[src/rtl/riscv_pkg.sv]
// Shared types and encodings for the multicycle RISC-V control path:
// FSM states, opcode constants, ALU control encodings and per-state control words.
package riscv_pkg;

    typedef enum logic [3:0] {
        S_FETCH    = 4'd0,
        S_DECODE   = 4'd1,
        S_MEMADR   = 4'd2,
        S_MEMREAD  = 4'd3,
        S_MEMWB    = 4'd4,
        S_MEMWRITE = 4'd5,
        S_EXECUTER = 4'd6,
        S_ALUWB    = 4'd7,
        S_EXECUTEI = 4'd8,
        S_JAL      = 4'd9,
        S_BEQ      = 4'd10
    } state_t;

    localparam logic [6:0] OP_LW    = 7'b0000011;
    localparam logic [6:0] OP_SW    = 7'b0100011;
    localparam logic [6:0] OP_RTYPE = 7'b0110011;
    localparam logic [6:0] OP_ITYPE = 7'b0010011;
    localparam logic [6:0] OP_JAL   = 7'b1101111;
    localparam logic [6:0] OP_BEQ   = 7'b1100011;

    localparam logic [2:0] ALU_ADD = 3'b000;
    localparam logic [2:0] ALU_SUB = 3'b001;
    localparam logic [2:0] ALU_AND = 3'b010;
    localparam logic [2:0] ALU_OR  = 3'b011;
    localparam logic [2:0] ALU_SLT = 3'b101;

    localparam logic [1:0] ALUOP_ADD   = 2'b00;
    localparam logic [1:0] ALUOP_SUB   = 2'b01;
    localparam logic [1:0] ALUOP_FUNCT = 2'b10;

    // fetch marks the state whose IRWrite/PCUpdate follow mem_ready.
    typedef struct packed {
        logic       fetch;
        logic       pc_update;
        logic       branch;
        logic       adr_src;
        logic       mem_write;
        logic       reg_write;
        logic [1:0] result_src;
        logic [1:0] alu_src_a;
        logic [1:0] alu_src_b;
        logic [1:0] alu_op;
    } ctrl_t;

    function automatic ctrl_t state_ctrl(input state_t s);
        ctrl_t c;
        c = '0;
        case (s)
            S_FETCH: begin
                c.fetch      = 1'b1;
                c.alu_src_b  = 2'b10;
                c.result_src = 2'b10;
            end
            S_DECODE: begin
                c.alu_src_a = 2'b01;
                c.alu_src_b = 2'b01;
            end
            S_MEMADR: begin
                c.alu_src_a = 2'b10;
                c.alu_src_b = 2'b01;
            end
            S_EXECUTEI: begin
                c.alu_src_a = 2'b10;
                c.alu_src_b = 2'b01;
                c.alu_op    = ALUOP_FUNCT;
            end
            S_MEMREAD: c.adr_src = 1'b1;
            S_MEMWB: begin
                c.result_src = 2'b01;
                c.reg_write  = 1'b1;
            end
            S_MEMWRITE: begin
                c.adr_src   = 1'b1;
                c.mem_write = 1'b1;
            end
            S_EXECUTER: begin
                c.alu_src_a = 2'b10;
                c.alu_op    = ALUOP_FUNCT;
            end
            S_ALUWB: c.reg_write = 1'b1;
            S_JAL: begin
                c.alu_src_a = 2'b01;
                c.alu_src_b = 2'b10;
                c.pc_update = 1'b1;
            end
            S_BEQ: begin
                c.alu_src_a = 2'b10;
                c.alu_op    = ALUOP_SUB;
                c.branch    = 1'b1;
            end
            default: c = '0;
        endcase
        return c;
    endfunction

endpackage

[src/rtl/alu_decoder.sv]
// Maps the FSM's ALUOp plus instruction function fields onto the 3-bit ALU control.
module alu_decoder
    import riscv_pkg::*;
(
    input  logic [1:0] ALUOp,
    input  logic       op5,
    input  logic [2:0] funct3,
    input  logic       funct7b5,
    output logic [2:0] ALUControl
);

    always_comb begin
        ALUControl = ALU_ADD;
        case (ALUOp)
            ALUOP_ADD: ALUControl = ALU_ADD;
            ALUOP_SUB: ALUControl = ALU_SUB;
            ALUOP_FUNCT: begin
                case (funct3)
                    // Only R-type can subtract; addi with imm[10]=1 must stay add.
                    3'b000:  ALUControl = (op5 & funct7b5) ? ALU_SUB : ALU_ADD;
                    3'b010:  ALUControl = ALU_SLT;
                    3'b110:  ALUControl = ALU_OR;
                    3'b111:  ALUControl = ALU_AND;
                    default: ALUControl = ALU_ADD;
                endcase
            end
            default: ALUControl = ALU_ADD;
        endcase
    end

endmodule

[src/rtl/multicycle_controller.sv]
// Multicycle RISC-V control FSM: sequences fetch/decode/execute/memory/writeback
// and drives datapath selects, with optional wait-on-memory handshaking.
module multicycle_controller
    import riscv_pkg::*;
#(
    parameter bit USE_MEM_READY = 1'b1
) (
    input  logic       clk,
    input  logic       reset,
    input  logic [6:0] op,
    input  logic [2:0] funct3,
    input  logic       funct7b5,
    input  logic       Zero,
    input  logic       mem_ready,
    output logic       PCWrite,
    output logic       AdrSrc,
    output logic       MemWrite,
    output logic       IRWrite,
    output logic       RegWrite,
    output logic [1:0] ResultSrc,
    output logic [1:0] ALUSrcA,
    output logic [1:0] ALUSrcB,
    output logic [1:0] ImmSrc,
    output logic [2:0] ALUControl,
    output logic       IllegalOp
);

    state_t state_q, state_d;
    ctrl_t  ctrl_q, ctrl_d;
    logic   mem_rdy;
    logic   op_illegal;
    logic   pc_update;

    always_comb mem_rdy = USE_MEM_READY ? mem_ready : 1'b1;

    always_comb begin
        state_d    = state_q;
        op_illegal = 1'b0;
        case (state_q)
            S_FETCH: if (mem_rdy) state_d = S_DECODE;
            S_DECODE: begin
                case (op)
                    OP_LW, OP_SW: state_d = S_MEMADR;
                    OP_RTYPE:     state_d = S_EXECUTER;
                    OP_ITYPE:     state_d = S_EXECUTEI;
                    OP_JAL:       state_d = S_JAL;
                    OP_BEQ:       state_d = S_BEQ;
                    default: begin
                        state_d    = S_FETCH;
                        op_illegal = 1'b1;
                    end
                endcase
            end
            S_MEMADR:   state_d = (op == OP_LW) ? S_MEMREAD : S_MEMWRITE;
            S_MEMREAD:  if (mem_rdy) state_d = S_MEMWB;
            S_MEMWRITE: if (mem_rdy) state_d = S_FETCH;
            S_EXECUTER: state_d = S_ALUWB;
            S_EXECUTEI: state_d = S_ALUWB;
            default:    state_d = S_FETCH;
        endcase
        // Control word is registered from the next state so outputs are Moore-clean.
        ctrl_d = state_ctrl(state_d);
    end

    always_ff @(posedge clk or posedge reset) begin
        if (reset) begin
            state_q <= S_FETCH;
            ctrl_q  <= state_ctrl(S_FETCH);
        end else begin
            state_q <= state_d;
            ctrl_q  <= ctrl_d;
        end
    end

    always_comb pc_update = ctrl_q.pc_update | (ctrl_q.fetch & mem_rdy);

    // Write strobes are gated by reset so nothing commits while it is held.
    always_comb begin
        PCWrite   = ~reset & (pc_update | (ctrl_q.branch & Zero));
        IRWrite   = ~reset & ctrl_q.fetch & mem_rdy;
        RegWrite  = ~reset & ctrl_q.reg_write;
        MemWrite  = ~reset & ctrl_q.mem_write;
        IllegalOp = ~reset & op_illegal;
        AdrSrc    = ctrl_q.adr_src;
        ResultSrc = ctrl_q.result_src;
        ALUSrcA   = ctrl_q.alu_src_a;
        ALUSrcB   = ctrl_q.alu_src_b;
    end

    always_comb begin
        case (op)
            OP_LW, OP_ITYPE: ImmSrc = 2'b00;
            OP_SW:           ImmSrc = 2'b01;
            OP_BEQ:          ImmSrc = 2'b10;
            OP_JAL:          ImmSrc = 2'b11;
            default:         ImmSrc = 2'b00;
        endcase
    end

    alu_decoder u_alu_decoder (
        .ALUOp      (ctrl_q.alu_op),
        .op5        (op[5]),
        .funct3     (funct3),
        .funct7b5   (funct7b5),
        .ALUControl (ALUControl)
    );

endmodule

[config.mk]
export PLATFORM = sky130hd
export DESIGN_NAME = multicycle_controller
export DESIGN_NICKNAME = d
export VERILOG_FILES = /design/src/rtl/riscv_pkg.sv /design/src/rtl/alu_decoder.sv /design/src/rtl/multicycle_controller.sv
export SDC_FILE = /design/constraint.sdc
export NUM_CORES = 1
export LEC_CHECK = 0
export CELL_PAD_IN_SITES_DETAIL_PLACEMENT = 2
export CELL_PAD_IN_SITES_GLOBAL_PLACEMENT = 2
export CORE_UTILIZATION = 27
export DETAILED_ROUTE_END_ITERATION = 16
export HOLD_SLACK_MARGIN = 0.03
export PLACE_DENSITY_LB_ADDON = 0.1
export SLEW_MARGIN = 20
export SYNTH_ARGS = -nofsm -noshare
export SYNTH_HDL_FRONTEND = slang
export SYNTH_SLANG_ARGS = --single-unit
export TNS_END_PERCENT = 20
[constraint.sdc]
create_clock -name clk -period 2.4 [get_ports clk]
set_input_delay 0.36 -clock clk [delete_from_list [all_inputs] [get_ports clk]]
set_output_delay 0.36 -clock clk [all_outputs]
set_load 0.01 [all_outputs]
# After elaboration in Yosys (flattened, before gate mapping)
# Index checks and enable logic that the tools add are counted.
# classes
add_sub_neg,0
multipliers,0
n_div,0
order_cmp,0
n_eq_ne,27
n_shift,0
muxes,22
n_bitwise,12
n_reduce_logical,13
# ops
op,count
"4-bit by 3-bit equality test with 1-bit output, second input constant",6
4-bit case mux with 6 select lines,1
4-bit case mux with 5 select lines,1
"4-bit by 2-bit equality test with 1-bit output, second input constant",4
"4-bit equality test, second input constant",4
2-bit case mux with 2 select lines,4
"7-bit by 6-bit equality test with 1-bit output, second input constant",2
"7-bit equality test, second input constant",2
2-bit OR reduction,7
4-bit 2-to-1 mux,3
3-bit case mux with 4 select lines,1
1-bit bitwise AND,9
1-bit 2-to-1 mux,9
"4-bit by 1-bit equality test with 1-bit output, second input constant",2
4-bit zero test,2
"7-bit by 2-bit equality test with 1-bit output, second input constant",1
"7-bit by 5-bit equality test with 1-bit output, second input constant",1
"3-bit equality test, second input constant",2
2-bit case mux with 3 select lines,1
3-bit case mux with 2 select lines,1
6-bit OR reduction,1
4-bit OR reduction,1
"3-bit by 2-bit equality test with 1-bit output, second input constant",1
3-bit zero test,1
other kinds (6),7
# totals
ff_bits,18
latch_bits,0
ram_bits,0
mem_bits_ro,0
elab_cells,85
mem_count,0

# Logic depth before layout (Yosys ltp)
# Gate-level depths: netlist of run 1.
# depth
ltp_word,7
depth_mapped,7

# Modules after synthesis
# Synthesis of run 1 repeated with hierarchy kept, for this count alone.
# unflattened
cells_unflattened,114
area_unflattened_um2,1118.6
# by_module_without_submodules
module,instances,cells_per_inst,area_per_inst_um2,seq_area_each_um2
multicycle_controller,1,103,1022.2,402.9
alu_decoder,1,11,96.3,0.0

# Least setup slack after synthesis of run 1
# Ideal clock, no wire load.
# synth_timing
path_type,reg2reg
from,register state_q[2]
to,"register ctrl_q, in the netlist AdrSrc"
setup_ns,0.074
arrival_time_ns,1.950
path_slack_ns,0.377
path_stages_with_launch,7
n_path_buf,1
period_less_slack_ns,2.023
cell_sequence,dfrtp_1 buf_6 or4b_4 or4_4 and4_4 a21o_1 o21ai_2
# synth_lines
element,line,source
from (decl),multicycle_controller.sv:28,"state_t state_q, state_d;"
from (signal assigned),multicycle_controller.sv:70,state_q <= state_d;
to (signal assigned),multicycle_controller.sv:68,ctrl_q <= state_ctrl(S_FETCH);
to (signal assigned),multicycle_controller.sv:71,ctrl_q <= ctrl_d;
to (decl),multicycle_controller.sv:29,"ctrl_t ctrl_q, ctrl_d;"

# Final worst setup path of run 1
# layout_timing
from,input op[2]
to,output ImmSrc[0]
# layout_between
elab_chain_cells,2
# layout_rtl
element,line,source
from (decl),multicycle_controller.sv:10,"input logic [6:0] op,"
7-bit equality test or 7-bit by 6-bit equality test with 1-bit output (tied branches),multicycle_controller.sv:91,case (op)
2-bit case mux with 3 select lines (*),multicycle_controller.sv:91,
to (decl),multicycle_controller.sv:23,"output logic [1:0] ImmSrc,"
# Mark *: on every way between the ends. The rest lies on a longest branch, timed or not.

==> results of run 1 <==
## cell families after synthesis
| group | after synthesis |
|---|---|
| AO/OA/AOI/OAI | 26 |
| XOR/XNOR | 1 |
| adder cells (fa/ha/maj) | 3 |
| flip-flops | 17 |
| AND/OR/NAND/NOR | 53 |
| buffers and inverters | 23 |
## layout by cell type, fill, tap and decap left out, drive strengths merged, types with 2 or more instances in the layout
| master | netlist | final |
|---|---|---|
| a21o | 2 | 2 |
| a21oi | 5 | 5 |
| a31oi | 2 | 2 |
| a32oi | 2 | 2 |
| buf | 9 | 11 |
| clkbuf | 4 | 4 |
| clkdlybuf4s50 | 0 | 30 |
| dfrtp | 15 | 15 |
| dfstp | 2 | 2 |
| ha | 2 | 2 |
| inv | 9 | 9 |
| nand2 | 11 | 11 |
| nand2b | 4 | 4 |
| nand3 | 3 | 3 |
| nor2 | 10 | 10 |
| nor2b | 3 | 3 |
| nor3 | 7 | 7 |
| nor4 | 3 | 3 |
| nor4b | 2 | 2 |
| o21ai | 3 | 3 |
| o21bai | 2 | 2 |
| o22ai | 2 | 2 |
| o31ai | 2 | 2 |
| or4b | 2 | 2 |
## power groups by stage
| stage | registers [uW] | logic, uW | clock network (uW) |
|---|---|---|---|
| CTS | 322 | 220 | 216 |
| finish | 322 | 218 | 212 |
| global placement | 325 | 217 | 0 |
| floorplan | 325 | 135 | 0 |
| detailed placement | 328 | 221 | 0 |
| global route | 324 | 239 | 226 |
## sequential cells by signal, summed over array words and instances (netlist names)
signal / flops
state_q: 4
AdrSrc: 1
ALUSrcA: 2
ALUSrcB: 2
ctrl_q: 7
ResultSrc: 1
## worst min-delay path by stage
stage | startpoint | end | depth (start not counted)
after floorplan | reset | ALUSrcA[0] | 1
after global placement | state_q[1] | ctrl_q[1] | 2
after detailed placement | state_q[2] | ctrl_q[8] | 2
after CTS | reset | ALUSrcB[0] | 3
after global routing | reset | ctrl_q[8] | 3
final | reset | ALUSrcA[0] | 3
## cells in the mapped netlist (all sizes together)
library cell	instances	area (um2)
nand4bb	1	11.3
a21o	2	15.0
and3	1	6.26
ha	2	25.0
or4b	2	23.8
nor3b	1	7.51
or4	1	11.3
or4bb	1	11.3
nand2	11	41.3
dfstp	2	52.6
o21ai	3	18.8
o41ai	1	8.76
or3b	1	8.76
or3	1	6.26
a21oi	5	25.0
nand3	3	15.0
a32oi	2	17.5
a211oi	1	7.51
clkinv	1	5.00
clkbuf	4	15.0
o41a	1	11.3
inv	9	33.8
o32a	1	10.0
and4	1	11.3
o22a	1	8.76
nand2b	4	25.0
o21bai	2	18.8
buf	9	66.3
a31oi	2	12.5
o22ai	2	12.5
o211ai	1	12.5
nor2	10	37.5
nor2b	3	18.8
maj3	1	10.0
nor4b	2	17.5
nor4	3	18.8
nor3	7	35.0
xor2	1	8.76
dfrtp	15	375
o31ai	2	15.0
## area by class of cell
class	instances	area, um2	area share [%]
Multi-Input combinational cell	83	544	36.1
Tap cell	48	60.1	3.98
Inverter	10	38.8	2.57
Clock buffer	4	45.0	2.99
Timing Repair Buffer	42	392	26.0
Sequential cell	17	428	28.4
## through the flow
stage / total power (uW) / TNS (ns)
floorplan: 459 / 0
global placement: 542 / 0
detailed placement: 548 / 0
CTS: 758 / 0
global route: 790 / -0.00864
finish: 752 / 0
## what timing repair did
item	in CTS	in global routing
pin swaps	0	0
setup endpoints to repair	1	1
endpoints found under the hold margin	0	0
resized for setup	1	0
## worst max-delay path, cell delays in order
cell,delay [ns]
clkdlybuf4s50_1,0.46
nand4bb_1,0.28
o22a_1,0.22
nor2_1,0.10
clkdlybuf4s50_1,0.54
## layer usage
metal	track usage, %	wire [um]
met5	0	0
met4	4.08	27
met3	1.04	68
met2	29.5	1580
met1	21.4	1540
==> flow_summary.ini, run 1 <==
[drt]
post-route-drc-count = 0
wl_um = 3220
drt.antenna.violating_nets = 0
dr_total_vias = 1012
drt-wirelength-per-cell_um = 15.8
drtIter0Drc = 25
routed_via_density = 4.96
first_pass_iters = 3

[timing]
setup_viol = 0
skew_ns = 0.00102
slew_viol_final = 0
holdWs_ns = 0.583
finalHoldViolCount = 0
fmax_mhz = 432
min_period_over_period_pct = 96.4
fin_crit_ns = 2.31
rsz0062_at_grt = true
tightest_slew_ns = 0.419
max_slew_margin_pct = 71.7
setup_ws_ns = 0.0867

[pwr]
p_leak_uw = 0.000637
p_per_area_nw_per_um2 = 499
seq_power_share_pct = 42.8
p_clk_share_pct = 28.3
p_comb_share_pct = 29.0
intPower_uw = 541
p_switching_uw = 211
swShare_pct = 28.1
irDropWorstVdd_mv = 0.175

[global_route]
grt_max_degree = 18
grt_pass1_wl_um = 5360
grt_pass1_vias = 1080
overflow = 0
antenna_found_initial = 0
grt_use_total_pct = 16.5

[setup_path]
worstSetupEndpointType = primary output
cp-startpoint = op[2]
path_max_fanout = 3
arrival_ns = 1.95
reg2reg_depth = 6
startpoint_type = input pin
r2r-end = ALUSrcB[0]
cp-endpoint = ImmSrc[0]
reg2reg_slack_ns = 0.23
critPathKind = input pin to primary output
r2r_start = state_q[2]
required_ns = 2.04

[clock_tree]
clk_pin_slew_ns = 0.06
insertion_delay_ns = 0.25
cts_max_level = 1
cts_setup_buffers = 0
cts-hold-fix-buffers = 0
cts_tree = yes
clockBufferDepth = 2
cts_made_buffers = 3
cts_root_buffer = clkbuf_8
clock_sinks = 17

[floorplanning]
fp.dieH_um = 65.6
start_util_pct = 29.0
core.rowCount = 22
dieWidth_um = 65.6
core_um2 = 3770
io-pin-count = 32
dieArea_um2 = 4300

[synthesis]
synth_fa_ha_area_share_pct = 3.21
synth_fp_nets = 140
ys_ff_latch = 17
synth_compound_area_share_pct = 17.8
synthXorXnorAreaFrac_pct = 0.802
synthSimpleGateAreaFrac_pct = 28.1
synth.avg_cell_area_um2 = 8.88
yosys_warnings = 0
yosys-mux-area-fraction_pct = 0
syn-instance-count = 123
synth_top_family_by_area = simple AND/OR/NAND/NOR gates
yosysSeqAreaShare_pct = 39.2
synthesis.area_um2 = 1090
synth.distinct_cells = 45

[outcome]
outcome = finished clean

[finish]
nNetsFinal = 174
n_fill_cell = 410
final_area_um2 = 1510
drive_gt1_share_pct = 16.0
syn2layout_area_growth_pct = 38.0
fin_cells = 204
diodes = 0
final_core_util_pct = 40.0

[placed_design]
gp_congestion = 0.759
dp_hpwl_um = 2640
placed_cell_area_um2 = 1460
portBuffers = 31
dp_cells = 200
preCtsSetupSlack_ns = 0.0775

[worst_hold_path]
hold_class = input pin to async pin

[run]
max-cap-violations = 0
No activity file was read; power rests on OpenSTA's default activity.
==> run 2: changes to the inputs <==
RECOVER_POWER = 100   (was default)
==> run 2 against run 1 <==
Against the previous run:
- critical path depth rose by 1
- die area did not move
- register-to-register slack got worse by 0.16 ns
- power fell by 1.6%
- wire length rose by 0.47%
- utilization fell by 0.30 points
- first-iteration DRC count rose by 4.0%
- flip-flop and latch count did not move
- final cell count did not move
==> flow_summary.ini, run 2 (same netlist as run 1, synthesis figures left out) <==
[clock_tree]
insertion_delay_ns = 0.25
cts_tree = yes
clockBufferDepth = 2
cts_made_buffers = 3
clk_pin_slew_ns = 0.06
cts_max_level = 1
cts-hold-fix-buffers = 0
cts_setup_buffers = 0
cts_root_buffer = clkbuf_8
clock_sinks = 17

[floorplanning]
fp.dieH_um = 65.6
dieArea_um2 = 4300
dieWidth_um = 65.6
start_util_pct = 29.0
io-pin-count = 32
core_um2 = 3770
core.rowCount = 22

[timing]
rsz0062_at_grt = true
fmax_mhz = 430
skew_ns = 0.000715
max_slew_margin_pct = 42.1
finalSetupTns_ns = 0
min_period_over_period_pct = 96.9
fin_crit_ns = 2.33
tightest_slew_ns = 0.868
setup_viol = 0
finalHoldViolCount = 0
slew_viol_final = 0
holdWs_ns = 0.664

[setup_path]
r2r_start = state_q[2]
cp-startpoint = state_q[2]
r2r-end = ALUSrcB[0]
path_max_fanout = 11
cp-endpoint = ALUSrcB[0]
reg2reg_depth = 6
required_ns = 2.58
arrival_ns = 2.50
worstSetupEndpointType = flip-flop
startpoint_type = flip-flop
critPathKind = flip-flop to flip-flop
reg2reg_slack_ns = 0.07

[finish]
final_core_util_pct = 39.7
largest_register_ffs = 7
multiInputGateArea_um2 = 541
seq_area_um2 = 428
drive_gt1_share_pct = 14.1
nNetsFinal = 174
top_regs = ctrl_q (7), state_q (4)
layout_common_cells = 17 x clkdlybuf4s50_1, 15 x dfrtp_1, 13 x dlygate4sd3_1
fin_cells = 204
largest_register = ctrl_q
syn2layout_area_growth_pct = 37.0
final_common_cell = clkdlybuf4s50_1
n_fill_cell = 410
diodes = 0

[global_route]
grt_pass1_wl_um = 5360
grt_max_degree = 18
grt_pass1_vias = 1080
overflow = 0
grt_use_total_pct = 16.5
antenna_found_initial = 0

[drt]
routed_via_density = 5.01
drtIter0Drc = 26
wl_um = 3230
post-route-drc-count = 0
drt.antenna.violating_nets = 0
first_pass_iters = 4
drt-wirelength-per-cell_um = 15.8
dr_total_vias = 1022

[worst_hold_path]
min-delay-start = state_q[2]
hold_class = flip-flop to flip-flop

[pwr]
swShare_pct = 28.5
seq_power_share_pct = 43.3
p_switching_uw = 211
p_leak_uw = 0.000657
irDropWorstVdd_mv = 0.172
intPower_uw = 530
p_clk_share_pct = 28.6
p_per_area_nw_per_um2 = 495
p_total_uw = 740
p_comb_share_pct = 28.1

[placed_design]
dp_cells = 200
gp_congestion = 0.759
portBuffers = 31
dp_hpwl_um = 2640

[run]
max-cap-violations = 0

[outcome]
outcome = finished clean
-- run 2: routing by layer --
layer / track usage (%) / up-vias / share of wire, %
li1: - / 498 / -
met5: 0 / - / 0
met1: 21.4 / 502 / 49
met2: 29.5 / 20 / 48
met4: 4.08 / 0 / 0.77
met3: 1.04 / 2 / 2.1
-- run 2: final cells by class --
cell class | count | area share, %
Inverter | 10 | 2.59
Sequential cell | 17 | 28.6
Multi-Input combinational cell | 83 | 36.1
Timing Repair Buffer | 42 | 25.7
Clock buffer | 4 | 3.01
Tap cell | 48 | 4.01
-- run 2: worst min path at each step --
stage,end,slack [ns],cells past startpoint
3_5_place_dp,ctrl_q[8],0.67,2
4_1_cts,ALUSrcB[0],0.62,3
6_report,ctrl_q[8],0.66,2
2_1_floorplan,ALUSrcA[0],0.29,1
5_1_grt,ctrl_q[8],0.70,2
3_3_place_gp,ctrl_q[1],0.65,2
-- run 2: power by group through the flow --
stage	Clock (uW)	Combinational, uW	Sequential (uW)
after CTS	216	220	322
after floorplan	0	135	325
final	212	208	321
after global routing	226	228	324
after detailed placement	0	221	328
after global placement	0	217	325
-- run 2: timing repair --
| action | in CTS | in global routing |
|---|---|---|
| setup endpoints to repair | 1 | 1 |
| pin swaps | 0 | 0 |
| resized for setup | 1 | 0 |
-- run 2: critical path, stage by stage, from the launching register on --
cell and delay [ns]:
dfrtp_1 0.39, or4b_1 0.74, or4_4 0.60, and4_4 0.21, clkinv_2 0.06, o211ai_2 0.09
o21bai_2 0.15
-- run 2: through the flow --
stage / setup slack, ns / instance area [um2]
2_1_floorplan: 0.377 / 1090
3_3_place_gp: 0.125 / 1460
3_5_place_dp: 0.0775 / 1460
4_1_cts: 0.0818 / 1510
5_1_grt: -0.00864 / 1500
6_report: 0.0742 / 1500
